==> src/rtl/dmem_arbiter.sv <==
// Two-port arbiter in front of a single-port synchronous-read data RAM.
// One access per cycle, read data returned the next cycle tagged to its requester.
module dmem_arbiter #(
    parameter int ADDR_WIDTH = 12,
    parameter int DATA_WIDTH = 32,
    parameter int RR_ENABLE  = 1,
    parameter int CNT_WIDTH  = 16
) (
    input  logic                  clock,
    input  logic                  reset,
    input  logic                  req0_valid,
    input  logic                  req0_wen,
    input  logic [ADDR_WIDTH-1:0] req0_addr,
    input  logic [DATA_WIDTH-1:0] req0_wdata,
    output logic                  req0_ready,
    output logic                  req0_rvalid,
    output logic [DATA_WIDTH-1:0] req0_rdata,
    input  logic                  req1_valid,
    input  logic                  req1_wen,
    input  logic [ADDR_WIDTH-1:0] req1_addr,
    input  logic [DATA_WIDTH-1:0] req1_wdata,
    output logic                  req1_ready,
    output logic                  req1_rvalid,
    output logic [DATA_WIDTH-1:0] req1_rdata,
    output logic                  mem_wEn,
    output logic [ADDR_WIDTH-1:0] mem_addr,
    output logic [DATA_WIDTH-1:0] mem_dataIn,
    input  logic [DATA_WIDTH-1:0] mem_dataOut,
    output logic [CNT_WIDTH-1:0]  conflict_count
);

    logic                 last_grant_q, last_grant_d;
    logic                 rd_pend_q, rd_pend_d;
    logic                 rd_tag_q, rd_tag_d;
    logic [CNT_WIDTH-1:0] conflict_cnt_q, conflict_cnt_d;
    logic                 grant0, grant1, both_valid;

    function automatic logic [CNT_WIDTH-1:0] sat_inc(input logic [CNT_WIDTH-1:0] v);
        if (&v) begin
            return v;
        end
        return v + CNT_WIDTH'(1);
    endfunction

    // Grant selection; reset gates every grant so nothing reaches the RAM.
    always_comb begin
        both_valid = req0_valid && req1_valid;
        grant0     = 1'b0;
        grant1     = 1'b0;
        if (!reset) begin
            if (both_valid) begin
                if ((RR_ENABLE != 0) && (last_grant_q == 1'b0)) begin
                    grant1 = 1'b1;
                end else begin
                    grant0 = 1'b1;
                end
            end else begin
                grant0 = req0_valid;
                grant1 = req1_valid;
            end
        end
    end

    always_comb begin
        mem_wEn        = 1'b0;
        mem_addr       = '0;
        mem_dataIn     = '0;
        last_grant_d   = last_grant_q;
        rd_pend_d      = 1'b0;
        rd_tag_d       = rd_tag_q;
        conflict_cnt_d = both_valid ? sat_inc(conflict_cnt_q) : conflict_cnt_q;
        if (grant0) begin
            mem_wEn      = req0_wen;
            mem_addr     = req0_addr;
            mem_dataIn   = req0_wdata;
            last_grant_d = 1'b0;
            rd_pend_d    = !req0_wen;
            rd_tag_d     = req0_wen ? rd_tag_q : 1'b0;
        end else if (grant1) begin
            mem_wEn      = req1_wen;
            mem_addr     = req1_addr;
            mem_dataIn   = req1_wdata;
            last_grant_d = 1'b1;
            rd_pend_d    = !req1_wen;
            rd_tag_d     = req1_wen ? rd_tag_q : 1'b1;
        end
    end

    // Control state; last_grant resets to 1 so port 0 wins the first conflict.
    always_ff @(posedge clock) begin
        if (reset) begin
            last_grant_q   <= 1'b1;
            rd_pend_q      <= 1'b0;
            rd_tag_q       <= 1'b0;
            conflict_cnt_q <= '0;
        end else begin
            last_grant_q   <= last_grant_d;
            rd_pend_q      <= rd_pend_d;
            rd_tag_q       <= rd_tag_d;
            conflict_cnt_q <= conflict_cnt_d;
        end
    end

    // Read return stage: a read pending across a reset edge is never reported.
    always_comb begin
        req0_ready  = grant0;
        req1_ready  = grant1;
        req0_rvalid = rd_pend_q && !rd_tag_q && !reset;
        req1_rvalid = rd_pend_q && rd_tag_q && !reset;
        req0_rdata  = req0_rvalid ? mem_dataOut : '0;
        req1_rdata  = req1_rvalid ? mem_dataOut : '0;
    end

    assign conflict_count = conflict_cnt_q;

endmodule

==> config.mk <==
export PLATFORM = sky130hd
export DESIGN_NAME = dmem_arbiter
export DESIGN_NICKNAME = d
export VERILOG_FILES = /design/src/rtl/dmem_arbiter.sv
export SDC_FILE = /design/constraint.sdc
export NUM_CORES = 1
export LEC_CHECK = 0
export BUFFER_PORTS_ARGS = -buffer_cell sky130_fd_sc_hd__buf_2
export CORE_AREA = 5 5 95 97
export CTS_CLUSTER_DIAMETER = 40
export DETAILED_ROUTE_END_ITERATION = 12
export DIE_AREA = 0 0 100 102
export PLACE_DENSITY_LB_ADDON = 0.1
export SETUP_SLACK_MARGIN = 0.02
export SLEW_MARGIN = 5
export SYNTH_ARGS = -nofsm -noshare
export SYNTH_HDL_FRONTEND = slang
export SYNTH_SLANG_ARGS = --single-unit
==> constraint.sdc <==
create_clock -name clock -period 4.4 [get_ports clock]
set_input_delay 0 -clock clock [delete_from_list [all_inputs] [get_ports clock]]
set_output_delay 0 -clock clock [all_outputs]
set_load 0.01 [all_outputs]
======== After elaboration in Yosys (flattened, before gate mapping) ========
Cells that the tools add are included.
storage, ports and cells
  logic and storage cells ................. 45
  input bits .............................. 126
  output and inout port bits .............. 129
  flip-flop bits (word level) ............. 19
operators by class
  reductions and logical operators ........ 13
  eq/ne operators ......................... 3
  multiplexer cells ....................... 24
  add/subtract/negate cells ............... 1
operators by type and width
  kind                                                             count
  32-bit two-way mux                                               4
  12-bit two-way mux                                               2
  1-bit two-way mux                                                17
  16-bit by 1-bit adder with 16-bit output, second input constant  1
  16-bit two-way mux                                               1
  16-bit AND reduction                                             1
  2-bit inequality test, second input constant                     3
  1-bit logical AND                                                5
  1-bit logical NOT                                                4
  3-bit AND reduction                                              1
  2-bit AND reduction                                              1
  2-bit nonzero test                                               1

======== Longest topological paths before layout ========
  word-level depth ........................ 5
  gate-level depth with buffers ........... 5
  gate-level depth less buffers ........... 5

======== Worst setup path after synthesis ========
Ideal clock, no wire load.
  path kind ............................... reg-to-reg
  start ................................... reg conflict_cnt_q[0] (netlist: conflict_count[0])
  end ..................................... reg conflict_cnt_q[1] (netlist: conflict_count[1])
  data required time ...................... 4.272 ns
  arrival time ............................ 1.734 ns
  slack ................................... 2.538 ns
  clock period less this slack ............ 1.862 ns
  buffers on the path ..................... 0
  setup time .............................. 0.128 ns
  stages on the path, launching flop included .. 6
  cell sequence ........................... dfxtp_1 ha_1 nand3_1 o41ai_2 mux2i_1 nor2_1
between the ends
  cells in the longest elaborated chain, start to end .. 4
RTL lines
  what                                                                                              RTL line  source
  start, declared                                                                                   35        logic [CNT_WIDTH-1:0] conflict_cnt_q, conflict_cnt_d;
  start signal, assigned                                                                            100       conflict_cnt_q <= conflict_cnt_d;
  parallel branches: the longest is 4 deep, another holds 16-bit by 1-bit adder with 16-bit output  n/a
Several ways; the timed one is not identified. The select of a mux whose other input is x is not followed.
A chain may end at the register's enable or synchronous reset.

======== Worst setup path in the final report ========
Same ends and word-level chain as after synthesis.

==> impl_metrics.yaml <==
worst_hold_path:
  hold_path.class: "in2reg"
  whs_path_depth: 3
  hp-start: "req1_wen"
  whs_endpoint: "rd_pend_q$_SDFF_PP0_"
job:
  maxCapViolCount: 0
critical_path:
  cp_max_fo: 10
  worstReg2RegEnd: "conflict_count[1]$_SDFFE_PP0P_"
  required_ns: 4.53
  end_kind: "flop"
  reg2reg_slack_ns: 2.26
  cp.arrival_ns: 2.27
  r2r_start: "conflict_count[0]$_SDFFE_PP0P_"
  startpoint_type: "flop"
  crit_type: "reg2reg"
  r2r.worst_path.cells: 5
clocking:
  clkLatencyLatePin_ns: 0.25
  hold_buffers: 0
  ctsResizeCount: 0
  post_cts_buffers: 0
  h-tree-depth: 1
  path_clk_slew_ns: 0.07
  cts_buffer_depth: 2
  cts_tree: "done"
  cts_buffers: 3
  cts_root_buf: "clkbuf_8"
  clkSinkCount: 19
timing:
  slew_viol_final: 0
  tightest_slew_ns: 0.916
  setup_violations: 0
  finalCriticalPeriod_ns: 2.14
  rsz0062_at_grt: "no"
  max_freq_mhz: 467
  hold_viol: 0
  finalSetupTns_ns: 0
  slew-limit-headroom: 0.383
  post-route-period-util: 0.486
  clock_skew_ns: 0.00102
detailed_routing:
  avgViaCountPerCell: 4.67
  vias: 2759
  drtIter0Drc: 68
  drc: 0
  drt-pass1-iter-count: 4
  drtAntennaViolNets: 0
  routed_wl_um: 9470
  post_drt_wl_per_cell_um: 16.0
global_route:
  overflow: 0
  grt_pass1_vias: 2664
  grt_pass1_wl_um: 13800
  grt_antenna_before_repair: 1
  grt_max_degree: 49
  grt_usage: 0.167
place:
  post-dp-hpwl_um: 7800
  port_buffers: 254
  place.gp.congestion: 0.770
  placed_area_um2: 3230
cells_and_area:
  layout-drive-gt1-share: 0.558
  syn_to_final_growth_pct: 77.4
  regArea_um2: 380
  multi_input_comb_area_um2: 1410
  fillers: 872
  nets: 612
  fin_area_um2: 3280
yosys:
  ys_types: 36
  ys.flop_type: "dfxtp_1"
  yosys_warnings: 0
  synth_edf_count: 0
  synth_top_area_cell: "and2_1"
  yosys.area.top_type_share: 0.220
  synthTopCellsByArea: "and2_1 22%, a22o_1 21%, dfxtp_1 21%"
  synthesis.nets: 369
  ys_ff_latch: 19
  synth_cells: 242
  synth.top_cells.by_count: "65 x and2_1, 45 x a22o_1, 19 x dfxtp_1, 16 x clkbuf_1, 11 x a21oi_1"
  synth_most_common_cell: "and2_1"
  async_flop_share: 0
  ys_seq_area_frac: 0.206
  syn_area_per_cell_um2: 7.65
  mappedNetlistArea_um2: 1850
power:
  p_sw_frac: 0.313
  power_leakage_nw: 1.91
  p_int_w: 0.000336
  p_sw_w: 0.000153
  power_frac_comb: 0.382
  power.density_nw_per_um2: 149
  clock_power_share: 0.254
  max-vdd-ir-drop_mv: 0.0886
  seqPwrFrac: 0.364
status:
  status: "complete, no violations"
floorplanning:
  floorplan.initialDensity: 0.230
  core_um2: 8050
  dieWidth_um: 100
  dieArea_um2: 10200
  rows: 33
  die_h_um: 102
  io_pins: 255
-- worst max-delay path: stages, from the launching register on --
cell	delay, ns
dfxtp_1	0.42
ha_1	0.21
nand3_1	0.19
o41ai_2	0.89
mux2i_1	0.26
nor2_1	0.05
-- power by group through the flow --
stage,Sequential [W],Combinational [W],Clock [W]
final,0.000178,0.000187,0.000124
after floorplan,0.000181,0.0000802,0
after global routing,0.000178,0.000207,0.000140
after CTS,0.000178,0.000190,0.000128
after detailed placement,0.000182,0.000189,0
after global placement,0.000182,0.000188,0
-- layout by cell type (no fill, tap or decap), types with 3 or more instances in the layout --
| cell | Yosys | routed |
|---|---|---|
| dfxtp_1 | 19 | 19 |
| nor2b_1 | 4 | 4 |
| nor2_1 | 7 | 7 |
| nand3_1 | 7 | 7 |
| nand2_1 | 7 | 7 |
| and4_1 | 4 | 4 |
| mux2_2 | 3 | 3 |
| nand4_1 | 7 | 7 |
| or3_1 | 5 | 5 |
| buf_4 | 0 | 3 |
| buf_2 | 0 | 254 |
| clkbuf_8 | 0 | 3 |
| o31ai_1 | 4 | 4 |
| or4_1 | 3 | 3 |
| nor3_1 | 5 | 5 |
| and2_1 | 65 | 65 |
| a22o_1 | 45 | 45 |
| o21ai_0 | 6 | 6 |
| a21oi_1 | 11 | 11 |
| inv_1 | 4 | 4 |
-- logic make-up (layout without fill, tap and decap cells) --
family,Yosys count,in the layout,share of synthesized area
AO/OA/AOI/OAI,72,72,0.310
flip-flops,19,19,0.206
buffers and inverters,23,265,0.0473
multiplexers,4,4,0.0237
XOR/XNOR,2,2,0.00947
adder cells (fa/ha/maj),1,1,0.00676
AND/OR/NAND/NOR,121,121,0.398
other,0,2,0
-- registers in the layout (all words and copies together), names as in the netlist --
signal / flops
last_grant_q: 1
rd_tag_q: 1
rd_pend_q: 1
conflict_count: 16
-- per-layer routing --
metal | share of wire | global-route usage | vias up
met4 | 0.015 | 0.0508 | 0
met2 | 0.53 | 0.296 | 116
met1 | 0.37 | 0.193 | 1250
met3 | 0.090 | 0.0539 | 10
met5 | 0 | 0 | -
li1 | - | - | 1383
-- area by class of cell --
type,instances,area share
Multi-Input combinational cell,200,0.430
Clock buffer,4,0.0137
Tap cell,105,0.0400
Sequential cell,19,0.116
Timing Repair Buffer,257,0.394
Antenna cell,2,0.00152
Inverter,4,0.00457
-- worst max-delay path by stage --
stage                                    from                        endpoint  depth (start not counted)
2_1_floorplan  conflict_count[0]$_SDFFE_PP0P_  conflict_count[1]$_SDFFE_PP0P_                          5
3_3_place_gp   conflict_count[0]$_SDFFE_PP0P_  conflict_count[1]$_SDFFE_PP0P_                          5
3_5_place_dp   conflict_count[0]$_SDFFE_PP0P_  conflict_count[1]$_SDFFE_PP0P_                          5
4_1_cts        conflict_count[0]$_SDFFE_PP0P_  conflict_count[1]$_SDFFE_PP0P_                          5
5_1_grt        conflict_count[1]$_SDFFE_PP0P_  conflict_count[3]$_SDFFE_PP0P_                          5
6_report       conflict_count[0]$_SDFFE_PP0P_  conflict_count[1]$_SDFFE_PP0P_                          5
-- through the flow --
| stage | cells | hold WS [ns] | util | worst slack, ns | total power (W) |
|---|---|---|---|---|---|
| after floorplan | 242 | 0.100 | - | 2.54 | 0.000262 |
| after global placement | 585 | 0.295 | 0.402 | 2.33 | 0.000370 |
| after global routing | 590 | 0.0835 | 0.407 | 2.02 | 0.000526 |
| final | 591 | 0.0478 | 0.408 | 2.26 | 0.000489 |
| after CTS | 589 | 0.0454 | 0.407 | 2.27 | 0.000495 |
| after detailed placement | 585 | 0.296 | 0.402 | 2.28 | 0.000371 |
Power figures use the tool's default switching activity.
